## src/rtl/pattern_detect_param.sv

```systemverilog
// pattern_detect_param: serial pattern detector with a runtime-loadable
// N-bit pattern and per-bit compare mask, overlapping or non-overlapping
// detection, a saturating match counter and a sticky match flag.
//
// Ports:
//   clock        system clock, all state on rising edge
//   reset_b      asynchronous active-low reset
//   w, w_valid   serial data bit and its qualifier
//   load         capture pattern_in/mask_in and (re)arm the detector
//   pattern_in   pattern, bit N-1 is the oldest bit received
//   mask_in      1 = compare bit, 0 = don't care
//   overlap      1 = overlapping detection, 0 = non-overlapping
//   clear        synchronous clear of match_count and sticky
//   match        registered one-cycle pulse per detected pattern
//   match_count  saturating match count
//   sticky       set on first match, held until clear/reset
//   fill         valid bits accumulated toward a match, saturates at N
//   state        current FSM state
module pattern_detect_param #(
    parameter int unsigned N     = 4,
    parameter int unsigned CNT_W = 8,
    localparam int unsigned FW   = $clog2(N + 1)
) (
    input  logic             clock,
    input  logic             reset_b,
    input  logic             w,
    input  logic             w_valid,
    input  logic             load,
    input  logic [N-1:0]     pattern_in,
    input  logic [N-1:0]     mask_in,
    input  logic             overlap,
    input  logic             clear,
    output logic             match,
    output logic [CNT_W-1:0] match_count,
    output logic             sticky,
    output logic [FW-1:0]    fill,
    output logic [1:0]       state
);

    localparam logic [1:0] UNARMED = 2'b00;
    localparam logic [1:0] FILLING = 2'b01;
    localparam logic [1:0] ARMED   = 2'b10;

    logic [N-1:0]     hist_q, hist_n;
    logic [N-1:0]     pat_q, pat_n;
    logic [N-1:0]     mask_q, mask_n;
    logic [FW-1:0]    fill_n;
    logic [1:0]       state_n;
    logic             match_n;
    logic [CNT_W-1:0] cnt_n;
    logic             sticky_n;

    logic [N-1:0]     hist_shift;
    logic [FW-1:0]    fill_inc;
    logic             full_next;

    // State and datapath registers
    always_ff @(posedge clock or negedge reset_b) begin
        if (!reset_b) begin
            state       <= UNARMED;
            hist_q      <= '0;
            pat_q       <= '0;
            mask_q      <= '0;
            fill        <= '0;
            match       <= 1'b0;
            match_count <= '0;
            sticky      <= 1'b0;
        end else begin
            state       <= state_n;
            hist_q      <= hist_n;
            pat_q       <= pat_n;
            mask_q      <= mask_n;
            fill        <= fill_n;
            match       <= match_n;
            match_count <= cnt_n;
            sticky      <= sticky_n;
        end
    end

    // Post-shift history and fill used by the match test
    assign hist_shift = {hist_q[N-2:0], w};
    assign fill_inc   = (fill == FW'(N)) ? fill : fill + FW'(1);
    assign full_next  = (fill_inc == FW'(N));

    // Next-state, datapath and match logic
    always_comb begin
        state_n = state;
        hist_n  = hist_q;
        pat_n   = pat_q;
        mask_n  = mask_q;
        fill_n  = fill;
        match_n = 1'b0;

        if (load) begin
            // load wins over a same-cycle data bit, which is dropped
            pat_n   = pattern_in;
            mask_n  = mask_in;
            hist_n  = '0;
            fill_n  = '0;
            state_n = FILLING;
        end else begin
            case (state)
                UNARMED: ;
                FILLING, ARMED: begin
                    if (w_valid) begin
                        hist_n  = hist_shift;
                        fill_n  = fill_inc;
                        state_n = full_next ? ARMED : FILLING;
                        if (full_next && (((hist_shift ^ pat_q) & mask_q) == '0)) begin
                            match_n = 1'b1;
                            if (!overlap) begin
                                hist_n  = '0;
                                fill_n  = '0;
                                state_n = FILLING;
                            end
                        end
                    end
                end
                default: state_n = UNARMED;
            endcase
        end
    end

    // Counter and sticky flag; clear outranks a coincident match
    always_comb begin
        cnt_n    = match_count;
        sticky_n = sticky;
        if (clear) begin
            cnt_n    = '0;
            sticky_n = 1'b0;
        end else if (match_n) begin
            sticky_n = 1'b1;
            if (match_count != {CNT_W{1'b1}}) begin
                cnt_n = match_count + CNT_W'(1);
            end
        end
    end

endmodule

```

## config.mk

```make
export PLATFORM = sky130hd
export DESIGN_NAME = pattern_detect_param
export DESIGN_NICKNAME = d
export VERILOG_FILES = /design/src/rtl/pattern_detect_param.sv
export SDC_FILE = /design/constraint.sdc
export NUM_CORES = 1
export LEC_CHECK = 0
export ABC_AREA = 1
export BUFFER_PORTS_ARGS = -buffer_cell sky130_fd_sc_hd__clkbuf_2
export CAP_MARGIN = 0
export CELL_PAD_IN_SITES_DETAIL_PLACEMENT = 1
export CELL_PAD_IN_SITES_GLOBAL_PLACEMENT = 1
export CORE_MARGIN = 2
export CORE_UTILIZATION = 35
export DETAILED_ROUTE_END_ITERATION = 7
export MAX_ROUTING_LAYER = met4
export PLACE_DENSITY_LB_ADDON = 0.1
export SLEW_MARGIN = 20
export SYNTH_ARGS = -nofsm -noshare
export SYNTH_HDL_FRONTEND = slang
export SYNTH_SLANG_ARGS = --single-unit
```

## constraint.sdc

```tcl
create_clock -name clock -period 1.59 [get_ports clock]
set_clock_uncertainty 0.05 [all_clocks]
set_input_delay 0.159 -clock clock [delete_from_list [all_inputs] [get_ports clock]]
set_output_delay 0.159 -clock clock [all_outputs]
set_load 0.02 [all_outputs]
```

# Yosys cells after proc, flatten, opt, wreduce, memory -nomap -nowiden
# Index checks and enable logic that the tools add are counted.
# classes
n_addsub	2
n_eq_ne	7
muxes	26
n_bitwise	2
n_reduce_logical	11
# op_table
cell	n
$mux W3	11
$mux W8	3
$mux W2	5
$add A8 B1 Y8 const B	1
$ne A8 B8 Y1 const B	1
$reduce_bool A2 Y1	4
$eq A3 B3 Y1 const B	2
$mux W1	6
$reduce_and A2 Y1	3
$and A4 B4 Y4	1
$logic_not A4 Y1	1
$pmux W2 S2	1
$xor A4 B4 Y4	1
$add A3 B1 Y3 const B	1
$ne A3 B3 Y1 const B	1
$eq A2 B1 Y1 const B	1
$eq A2 B2 Y1 const B	1
$logic_not A2 Y1	1
$ne A2 B2 Y1 const B	1
$reduce_or A2 Y1	1
$logic_and A1 B1 Y1	1
# totals
ff_bits	26
in_bits	15
out_inout_bits	15

# Longest topological paths before layout
# Gate-level depths: netlist of run 1.
# depth
depth_word	10
ltp_mapped	10
ltp_nobuf	10

# Worst setup path after synthesis of run 1
# No wires, ideal clock.
# synth_path
path_type	register to register
from	reg fill[0]
to	reg match_count[0]
setup_ns	0.118
t_arrival_ns	1.563
slack_ns	-0.141
stages_incl_launch_ff	9
path_buffers	0
path_cell_list	dfrtp_1 > inv_1 > ha_1 > inv_1 > nand3_2 > nor2_2 > nand4_1 > nand3_1 > nand2_1
# synth_between
elab_chain_cells	10
word_cells_on_any_way	11
# synth_rtl
item	line_no	rtl
from (decl)	36	output logic [FW-1:0] fill,
from (signal assigned)	73	fill <= fill_n;
$add A3 B1 Y3 or $eq A3 B3 Y1 (tied branches)	82	assign fill_inc = (fill == FW'(N)) ? fill : fill + FW'(1);
$mux W3 *	82	
$eq A3 B3 Y1 *	83	assign full_next = (fill_inc == FW'(N));
$logic_and A1 B1 Y1 *	109	if (full_next && (((hist_shift ^ pat_q) & mask_q) == '0)) begin
$mux W1 *	109	
$mux W1 *	105	if (w_valid) begin
$mux W1 *	102	case (state)
$mux W1 *	94	if (load) begin
$reduce_bool A2 Y1 (no line) *	n/a	
$reduce_and A2 Y1 (no line) *	n/a	
to (signal assigned)	75	match_count <= cnt_n;
to (decl)	34	output logic [CNT_W-1:0] match_count,
# Mark *: on every way between the ends. The rest lies on a longest branch, timed or not.
# A chain may end at the register's enable or synchronous reset.

# Final worst setup path of run 1
# layout_path
from	reg fill[1]
to	reg match_count[1]
# Same word-level chain as after synthesis.

==> metrics.txt, run 1 <==
status=complete, but fails checks; failing checks=negative setup slack; CP arrival=1.78 ns; Placed Area=1699 um^2; Worst Setup Start Kind=register; Starting Density=35.64%; Max VDD drop=0.0005142 V; routed wire length=roughly 3900 um; CP delay by family, top=simple AND/OR/NAND/NOR gates; # H-tree levels=1; antenna-violating nets left=0; Yosys Warn Count=0; DR iter-0 viols=31; RSZ-0062 raised after global routing=yes; DRC viols=0; CP required=1.70 ns; antenna cells=0; Die ar.=roughly 4500 um^2; WL met1=roughly 1700 um; CP Cell Sequence=inv_2 > ha_4 > nand2_4 > nand2_4 > nand3_4 > nor2_4 > nand4_1 > buf_6 > nand3_2 > nand2_1; Worst Path Max Fanout=8; f_max=approximately 0.6 GHz; HP Class=input pin to register; met2 WL=2019 um; placed insts=260; reg-to-reg startpoint=fill[1]$_DFFE_PN0P_; sequential-to-total area share from yosys stat=46.30%; grt ovf=0; initial antenna violation count=0; fin crit period=1.666 ns; sw power=0.0004612 W; Sw Ratio=27.90%; clock net sink count=26; total power draw=0.001653 W; CP Launch Point=fill[1]$_DFFE_PN0P_; pre-CTS setup slack=-0.06447 ns; Worst path slowest cell=dfrtp_2; WS Path Type=register to register; Relative slew margins=54.69%; first-pass GRT wire length=6230 um; die width=between 60 and 70 um; share of flip-flops with an asynchronous set or reset=100.0%; nets@finish=239; # IOs=30; # rows=23; most used cell, CP=nand2_4; share of power burned in registers=44.6%; DR vias/cell=between 4 and 5; Fin Setup TNS=-0.4741 ns; count of different cell masters after synthesis=24; Mean Syn Cell Area=8.029 um^2; CP endpoint kind=register; met3 WL=between 100 and 150 um; worst slew pin tran=0.6796 ns; Die Ht=just under 70 um; Fin. Hold Viols=0; max-cap viol count=0; setup slack, reg-to-reg=-0.08 ns; setup ws final=-0.07633 ns; GP Congestion=between 0.7 and 0.8; drt pass-1 iters=4; ys flop type=dfrtp_1; number of global-route vias before repair=1367; HPWL after DPL=2812 um; hold path start=pattern_in[3]; share of layout cells above drive strength 1=39.27%; design area=~1900 um^2; R2R Path End=match_count[1]$_DFFE_PN0P_; Highest Signal Layer=met4; clock share of power=33.9%; Max Slew Vio Count=0; Worst Hold Depth=3; most common cell after layout, fill and taps aside=nand2_1; Root Buffer=clkbuf_8; Post-synth EDFFs=0; CTS tree=built; peak per-stage delay on the critical path=0.44 ns; Clock Tree Buf Depth=2; Combinational Power Share=a little over a fifth; synth-to-layout area growth=36.42%; Final setup viols=13; Leakage=~0.95 nW; Final Cycle Share=104.8%; internal power=around 0.0012 W; syn_nets=194; Core Box Area=between 3000 and 4000 um^2; DR WL/cell=14.43 um; Clock Latency Late Sink=0.27 ns; Mapped Area=1405 um^2; most frequent cells in the layout=34 x nand2_1, 29 x clkbuf_2, 21 x dfrtp_1, 19 x inv_1, 19 x nand3_1; Gate Count Post-Synth=about 180; WHS Endpoint=pat_q[3]$_DFFE_PN0P_; worst-case reg-to-reg path depth=10; Tot GR Track Use=18.49%; PortBufs=29; P per Cell Area=862.5 nW/um^2; CTS Buf Count=3; via count=1323; largest net degree at the start of global routing=27; Clock Pin Slew Worst Setup and Hold Paths=roughly 0.10 ns; WP buf/inv=2; Post-Layout Cell Count=about 270; synthesized flop and latch total=26
[routing by layer]
layer / up-vias / GRT usage, %
met2: 23 / 32.18
met1: 648 / 22.98
met4: 0 / 4.592
li1: 650 / -
met5: - / -
met3: 2 / 2.000
[timing repair]
action,CTS,global route
resized for setup,5,22
hold endpoints to repair,26,0
gates cloned,0,0
endpoints found under the setup margin,12,16
pin swaps,0,14
setup buffers,0,4
hold buffers,1,0
[tightest hold or removal path, stage by stage]
cell and delay [ns]:
clkbuf_2 0.07, nand2_1 0.04, o21ai_0 0.07
[synth_stat cells, types with 2 or more instances]
cell type   n  area share [%]
nand2_2     2            0.89
xor2_1      4             2.5
nand3_1    28              10
inv_1      24             6.4
dfrtp_1    26              46
buf_6       2             1.6
nand4_1     3             1.3
nor2_2      3             1.3
mux2_2      4             3.2
nor2_1     13             3.5
o21ai_0    11             3.9
nand2_1    39              10
a21oi_1     2            0.71
ha_1        4             3.6
[layout make-up]
cell class                      instances  area [um^2]
Clock inverter                          1        30.03
Timing Repair Buffer                   44        267.8
Inverter                               25        93.84
Tap cell                               50        62.56
Sequential cell                        26        656.9
Clock buffer                            3        41.29
Multi-Input combinational cell        120        764.5
Fill cell                             490         2026
[cell families after synthesis]
kind of cell	share of synthesized area, %
and+or+nand+nor	29.39
xor gates and xnor gates	2.493
AOI/OAI and AO/OA	6.145
buffers and inverters	8.904
muxes	3.205
adders and majority gates	3.562
DFF	46.30
[flip-flops by register name, indices dropped and copies added, names as in the netlist]
| signal | flops |
|---|---|
| match | 1 |
| pat_q | 4 |
| fill | 3 |
| sticky | 1 |
| match_count | 8 |
| mask_q | 4 |
| hist_q | 3 |
| state | 2 |
[through the flow]
stage	hold WS, ns	util, %
finish	0.06009	48.62
CTS	0.05675	45.51
floorplan	-0.1866	-
global placement	0.1773	43.10
detailed placement	0.1839	43.10
global route	0.06138	48.62
[how the worst max path moves through the flow]
stage                     depth (start not counted)  slack [ns]                          to
after global routing                             10       -0.17  match_count[1]$_DFFE_PN0P_
after CTS                                         8       -0.02        state[1]$_DFFE_PN0P_
after detailed placement                          9       -0.06  match_count[0]$_DFFE_PN0P_
after floorplan                                   9       0.002  match_count[0]$_DFFE_PN0P_
after global placement                           10        0.02  match_count[0]$_DFFE_PN0P_
final                                            10       -0.08  match_count[1]$_DFFE_PN0P_
[power by group through the flow]
| stage | Clock (W) | Sequential (W) | Combinational (W) |
|---|---|---|---|
| finish | 0.000560 | 0.000737 | 0.000357 |
| global placement | 0 | 0.000745 | 0.000300 |
| floorplan | 0 | 0.000770 | 0.000160 |
| global route | 0.000597 | 0.000743 | 0.000404 |
| CTS | 0.000572 | 0.000735 | 0.000322 |
| detailed placement | 0 | 0.000748 | 0.000316 |
(Power assumes the default switching activity.)
==> run 2, diff against run 1 <==
==> constraint.sdc (replaced) <==
create_clock -name clock -period 1.4 [get_ports clock]
set_clock_uncertainty 0.05 [all_clocks]
set_input_delay 0.14 -clock clock [delete_from_list [all_inputs] [get_ports clock]]
set_output_delay 0.14 -clock clock [all_outputs]
set_load 0.02 [all_outputs]
==> run 2 against run 1 <==
  * The run still ends with negative setup slack left
  * Non-clock buffer count is 18 higher
  * Clock power increased by 14%
  * Via count rose by 4.1%
  * Combinational power increased by 18%
  * Final cell count up 6.7%
  * Largest power group unchanged
  * Highest routed layer unchanged
==> metrics.txt, run 2 (same netlist as run 1, synthesis figures left out) <==
grt ovf=0 (unchanged); share of layout cells above drive strength 1=42.19% (+2.9 points); die width=67.36 um (unchanged); antenna-violating nets left=0 (unchanged); Worst Setup Start Kind=register; WS Path Type=register to register; # rows=23 (unchanged); Combinational Power Share=22.3% (+0.7 points); clock net sink count=26 (unchanged); sw power=0.0005162 W (+12%); Die Ht=67.36 um (unchanged); Fin. Hold Viols=0 (unchanged); total power draw=0.001894 W (+15%); Final setup viols=16 (+3); largest net degree at the start of global routing=16 (-41%); Sw Ratio=27.25% (-0.64 points); Max VDD drop=0.0004913 V (-4.4%); most common cell after layout, fill and taps aside=nand2_1; CP delay by family, top=simple AND/OR/NAND/NOR gates; HP Class=input pin to register; Root Buffer=clkbuf_8; Highest Signal Layer=met4; # IOs=30 (unchanged); CP arrival=1.76 ns (-0.02 ns); reg-to-reg startpoint=fill[1]$_DFFE_PN0P_; Starting Density=35.64% (unchanged); # H-tree levels=1 (unchanged); Clock Pin Slew Worst Setup and Hold Paths=0.09 ns (about the same); CTS Buf Count=3 (unchanged); worst-case reg-to-reg path depth=10 (unchanged); Tot GR Track Use=20.37% (+1.9 points); number of cells on the critical path=10 (unchanged); met3 WL=92 um (-25%); design area=2021 um^2 (+5.4%); R2R Path End=match_count[2]$_DFFE_PN0P_; most used cell, CP=nand2_2; CP endpoint kind=register; RSZ-0062 raised after global routing=yes; DR vias/cell=4.798 (-2.4%); CP Launch Point=fill[1]$_DFFE_PN0P_; CP endpoint=match_count[2]$_DFFE_PN0P_; drt pass-1 iters=4 (unchanged); initial antenna violation count=0 (unchanged); DR iter-0 viols=7 (-77%); worst slew pin tran=0.3904 ns (-0.2892 ns); status=complete, but fails checks; DR WL/cell=13.53 um (-6.3%); antenna cells=0 (unchanged); setup slack, reg-to-reg=-0.23 ns (-0.16 ns); max-cap viol count=0 (unchanged); met2 WL=2082 um (+3.1%); first-pass GRT wire length=6665 um (+7.0%); HPWL after DPL=3083 um (+9.6%); Placed Area=1847 um^2 (+8.7%); Core Box Area=3943 um^2 (unchanged); Final Cycle Share=116.6% (+12 points); failing checks=negative setup slack; Relative slew margins=73.81% (+19 points); number of global-route vias before repair=1445 (+5.7%); nets@finish=257 (+7.5%); internal power=0.001378 W (+16%); most frequent cells in the layout=35 x nand2_1, 29 x clkbuf_2, 29 x buf_4, 23 x nand3_1, 20 x dfrtp_1; Max Slew Vio Count=0 (unchanged); f_max=0.6126 GHz (+2.1%); Fin Setup TNS=-3.117 ns (-2.643 ns); tightest hold margin=0.01961 ns (-0.04048 ns); CP Cell Sequence=inv_2 > ha_4 > nand2_2 > nand2_2 > nand3_2 > nor2_4 > nand4_1 > buf_6 > nand3_1 > nand2_1; Biggest register=match_count; P per Cell Area=937.4 nW/um^2 (+8.7%); max reg flops=8 (unchanged); WP buf/inv=2 (unchanged); WL met1=1657 um (-3.9%); Clock Latency Late Sink=0.28 ns (about the same); DRC viols=0 (unchanged); routed wire length=3882 um (about the same); Die ar.=4537 um^2 (unchanged); Largest regs=match_count (8), mask_q (4), pat_q (4); CP required=1.52 ns (-0.18 ns); fin crit period=1.632 ns (-0.03391 ns); PortBufs=29 (unchanged); clock share of power=33.6% (-0.3 points); Clock Tree Buf Depth=2 (unchanged); share of power burned in registers=44.1% (-0.5 points); GP Congestion=0.8274 (+4.4%); setup ws final=-0.2324 ns (-0.1561 ns); Worst path slowest cell=dfrtp_2; Worst Path Max Fanout=8 (unchanged); synth-to-layout area growth=43.81%; via count=1377 (+4.1%); Leakage=1.034 nW (+8.8%); CTS tree=built; peak per-stage delay on the critical path=0.43 ns (about the same)
==> run 2: worst min-delay path: stages <==
cell and delay [ns]:
clkbuf_2 0.08, nand2_1 0.04, o21ai_0 0.06
==> run 2: cell type report <==
cell class	count	area (um^2)
Clock buffer	3	41.29
Inverter	25	93.84
Multi-Input combinational cell	120	719.4
Tap cell	50	62.56
Timing Repair Buffer	62	415.4
Clock inverter	1	30.03
Sequential cell	26	658.1
Fill cell	480	1922
==> run 2: metrics by stage <==
| step | setup WS, ns | utilization [%] | std cells |
|---|---|---|---|
| global placement | -0.1591 | 46.84 | 277 |
| finish | -0.2324 | 51.25 | 287 |
| floorplan | -0.1733 | - | 175 |
| CTS | -0.2095 | 50.68 | 286 |
| detailed placement | -0.2183 | 46.84 | 277 |
| global route | -0.3343 | 51.25 | 287 |
==> run 2: timing repair <==
action	4_1_cts	5_1_grt
resized for setup	12	3
buffers inserted	4	1
pin swaps	0	5
endpoints found under the setup margin	18	17
hold endpoints to repair	12	0
hold buffers	1	0
==> run 2: layer usage <==
metal | vias to the layer above | track usage [%]
met1 | 667 | 22.85
met3 | 5 | 3.000
met2 | 18 | 37.25
met4 | 0 | 6.122
li1 | 687 | -
met5 | - | -
==> run 2: power groups by stage <==
stage / Combinational (W) / Clock, W / Sequential [W]
2_1_floorplan: 0.000186 / 0 / 0.000877
3_3_place_gp: 0.000372 / 0 / 0.000848
3_5_place_dp: 0.000396 / 0 / 0.000852
4_1_cts: 0.000424 / 0.000650 / 0.000836
5_1_grt: 0.000475 / 0.000692 / 0.000843
6_report: 0.000423 / 0.000636 / 0.000835
==> run 2: worst min path at each step <==
stage             startpoint              endpoint  slack [ns]  cells after the start
5_1_grt        pattern_in[2]  pat_q[2]$_DFFE_PN0P_        0.02                      3
3_3_place_gp         reset_b  pat_q[1]$_DFFE_PN0P_        0.01                      1
3_5_place_dp         reset_b  pat_q[1]$_DFFE_PN0P_        0.03                      1
6_report       pattern_in[3]  pat_q[3]$_DFFE_PN0P_        0.02                      3
4_1_cts        pattern_in[1]  pat_q[1]$_DFFE_PN0P_        0.02                      3
2_1_floorplan        reset_b   fill[0]$_DFFE_PN0P_       -0.21                      0
==> run 3, diff against run 2 <==
--- a/config.mk
+++ b/config.mk
@@ -11,7 +11,7 @@
 export CELL_PAD_IN_SITES_DETAIL_PLACEMENT = 1
 export CELL_PAD_IN_SITES_GLOBAL_PLACEMENT = 1
 export CORE_MARGIN = 2
-export CORE_UTILIZATION = 35
+export CORE_UTILIZATION = 42
 export DETAILED_ROUTE_END_ITERATION = 7
 export MAX_ROUTING_LAYER = met4
 export PLACE_DENSITY_LB_ADDON = 0.1
@@ -19,3 +19,4 @@
 export SYNTH_ARGS = -nofsm -noshare
 export SYNTH_HDL_FRONTEND = slang
 export SYNTH_SLANG_ARGS = --single-unit
+export TNS_END_PERCENT = 1
==> constraint.sdc (replaced) <==
create_clock -name clock -period 2 [get_ports clock]
set_clock_uncertainty 0.05 [all_clocks]
set_input_delay 0.2 -clock clock [delete_from_list [all_inputs] [get_ports clock]]
set_output_delay 0.2 -clock clock [all_outputs]
set_load 0.02 [all_outputs]
==> run 3 against run 2 <==
  * The flow now finishes without violations
  * Via count fell by 7.1%
  * Global-route usage about the same
  * Critical path depth did not move
  * Non-clock buffer count shrank 29
  * Critical endpoint is now match_count[6]$_DFFE_PN0P_
  * Largest cell class is now flip-flops and latches
  * Largest power group unchanged
  * Highest routed layer unchanged
==> metrics.txt, run 3 (same netlist as run 1, synthesis figures left out) <==
status=finished clean; share of layout cells above drive strength 1=22.60% (-20 points); Combinational Power Share=18.9% (-3.4 points); max-cap viol count=0 (unchanged); Placed Area=1592 um^2 (-14%); Clock Pin Slew Worst Setup and Hold Paths=0.15 ns (+0.06 ns); routed wire length=3316 um (-15%); WS Path Type=register to register; Clock Tree Buf Depth=2 (unchanged); # IOs=30 (unchanged); die width=61.84 um (-8.2%); Core Box Area=3284 um^2 (-17%); initial antenna violation count=0 (unchanged); Max Slew Vio Count=0 (unchanged); RSZ-0062 raised after global routing=no; Final Cycle Share=87.63% (-29 points); Fin Setup TNS=0 ns (+3.117 ns); DR iter-0 viols=35 (+28); clock net sink count=26 (unchanged); Worst path slowest cell=dfrtp_1; most frequent cells in the layout=39 x nand2_1, 29 x clkbuf_2, 28 x nand3_1, 26 x dfrtp_1, 24 x inv_1; clock share of power=26.0% (-7.6 points); CP required=2.23 ns (+0.71 ns); internal power=0.0007451 W (-46%); drt pass-1 iters=4 (unchanged); CP Cell Sequence=inv_1 > ha_1 > nand2_1 > nand2_1 > nand3_2 > nor2_2 > nand3_1 > nand2_2 > nand3_1 > nand2_1; Sw Ratio=29.82% (+2.6 points); # rows=21 (-8.7%); Die ar.=3824 um^2 (-16%); reg-to-reg startpoint=fill[0]$_DFFE_PN0P_; hold path start=pattern_in[1]; CTS Buf Count=3 (unchanged); Relative slew margins=55.69% (-18 points); Worst Path Max Fanout=8 (unchanged); sw power=0.0003166 W (-39%); most used cell, CP=nand2_1; CTS tree=built; Worst Setup Start Kind=register; synth-to-layout area growth=17.10%; design area=1645 um^2 (-19%); most common cell after layout, fill and taps aside=nand2_1; Largest regs=match_count (8), mask_q (4), pat_q (4); f_max=0.5706 GHz (-6.9%); share of power burned in registers=55.1% (+11 points); CP endpoint kind=register; DR vias/cell=5.035 (+5.0%); Biggest register=match_count; CP arrival=1.98 ns (+0.22 ns); Max VDD drop=0.0002822 V (-43%); antenna cells=0 (unchanged); fin crit period=1.753 ns (+0.1201 ns); via count=1279 (-7.1%); antenna-violating nets left=0 (unchanged); peak per-stage delay on the critical path=0.44 ns (about the same); grt ovf=0 (unchanged); Starting Density=42.78% (+7.1 points); Root Buffer=clkbuf_4; Final setup viols=0 (-16); HP Class=input pin to register; Clock Latency Late Sink=0.33 ns (+0.05 ns); DR WL/cell=13.06 um (-3.5%); Tot GR Track Use=20.34% (-0.031 points); Fillers=444 (-7.5%); Fin. Hold Viols=0 (unchanged); GP Congestion=0.7890 (-4.6%); DRC viols=0 (unchanged); nets@finish=228 (-11%); # H-tree levels=1 (unchanged); CP Launch Point=fill[0]$_DFFE_PN0P_; Leakage=0.8730 nW (-16%); setup ws final=0.2475 ns (+0.4799 ns); PortBufs=29 (unchanged); Final Util=50.10% (-1.2 points); worst slew pin tran=0.6646 ns (+0.2742 ns); first-pass GRT wire length=5561 um (-17%); Die Ht=61.84 um (-8.2%); max reg flops=8 (unchanged); largest net degree at the start of global routing=27 (+11); pre-CTS setup slack=0.09004 ns (+0.3084 ns); number of global-route vias before repair=1317 (-8.9%); HPWL after DPL=2561 um (-17%); P per Cell Area=645.3 nW/um^2 (-31%)
[run 3: final cells by class]
| cell class | instances | area (um^2) | share of cell area [%] |
|---|---|---|---|
| well taps | 46 | 57.56 | 3.498 |
| repair buffers | 33 | 177.7 | 10.80 |
| multi-input cells | 120 | 629.4 | 38.25 |
| inverters | 25 | 93.84 | 5.703 |
| flip-flops and latches | 26 | 650.6 | 39.54 |
| clock buffers | 4 | 36.28 | 2.205 |
[run 3: metrics by stage]
step	hold WS, ns	std cells	power [W]
floorplan	-0.1456	175	0.0007215
global placement	0.2146	248	0.0007846
detailed placement	0.2223	248	0.0007989
CTS	0.009963	253	0.001083
global route	0.02154	254	0.001129
finish	0.02141	254	0.001062
[run 3: worst paths after layout]
kind	endpoint	slack, ns	cells past startpoint
max in group asynchronous	pat_q[2]$_DFFE_PN0P_	1.11	2
min in group asynchronous	sticky$_DFFE_PN0P_	0.37	2
max reg2reg	match_count[6]$_DFFE_PN0P_	0.25	10
max	match_count[6]$_DFFE_PN0P_	0.25	10
min	pat_q[1]$_DFFE_PN0P_	0.02	3
min reg2reg	mask_q[2]$_DFFE_PN0P_	0.48	1
[run 3: critical path: cells and delay by family, from the launching register on]
family,cells,cell delay (ns)
buffers and inverters,1,0.11
AND/OR/NAND/NOR,8,0.92
flip-flops,1,0.44
adder cells (fa/ha/maj),1,0.18
[run 3: power groups by stage]
stage	registers (W)	logic (W)	clock network, W
global route	0.000592	0.000232	0.000305
detailed placement	0.000596	0.000203	0
CTS	0.000586	0.000205	0.000292
global placement	0.000593	0.000191	0
floorplan	0.000610	0.000112	0
finish	0.000585	0.000201	0.000276
[run 3: metal layers]
metal | routed length (um) | global-route usage, % | share of wire [%] | up-vias
li1 | - | - | - | 626
met1 | 1434 | 24.05 | 43 | 617
met2 | 1707 | 35.49 | 51 | 31
met3 | 121 | 2.899 | 3.6 | 5
met4 | 53 | 6.687 | 1.6 | 0
met5 | 0 | - | 0 | -
[run 3: repair_timing]
action,4_1_cts,5_1_grt
endpoints found under the setup margin,0,8
setup buffers,0,1
hold buffers,1,0
hold endpoints to repair,26,0
gates resized for setup,0,0
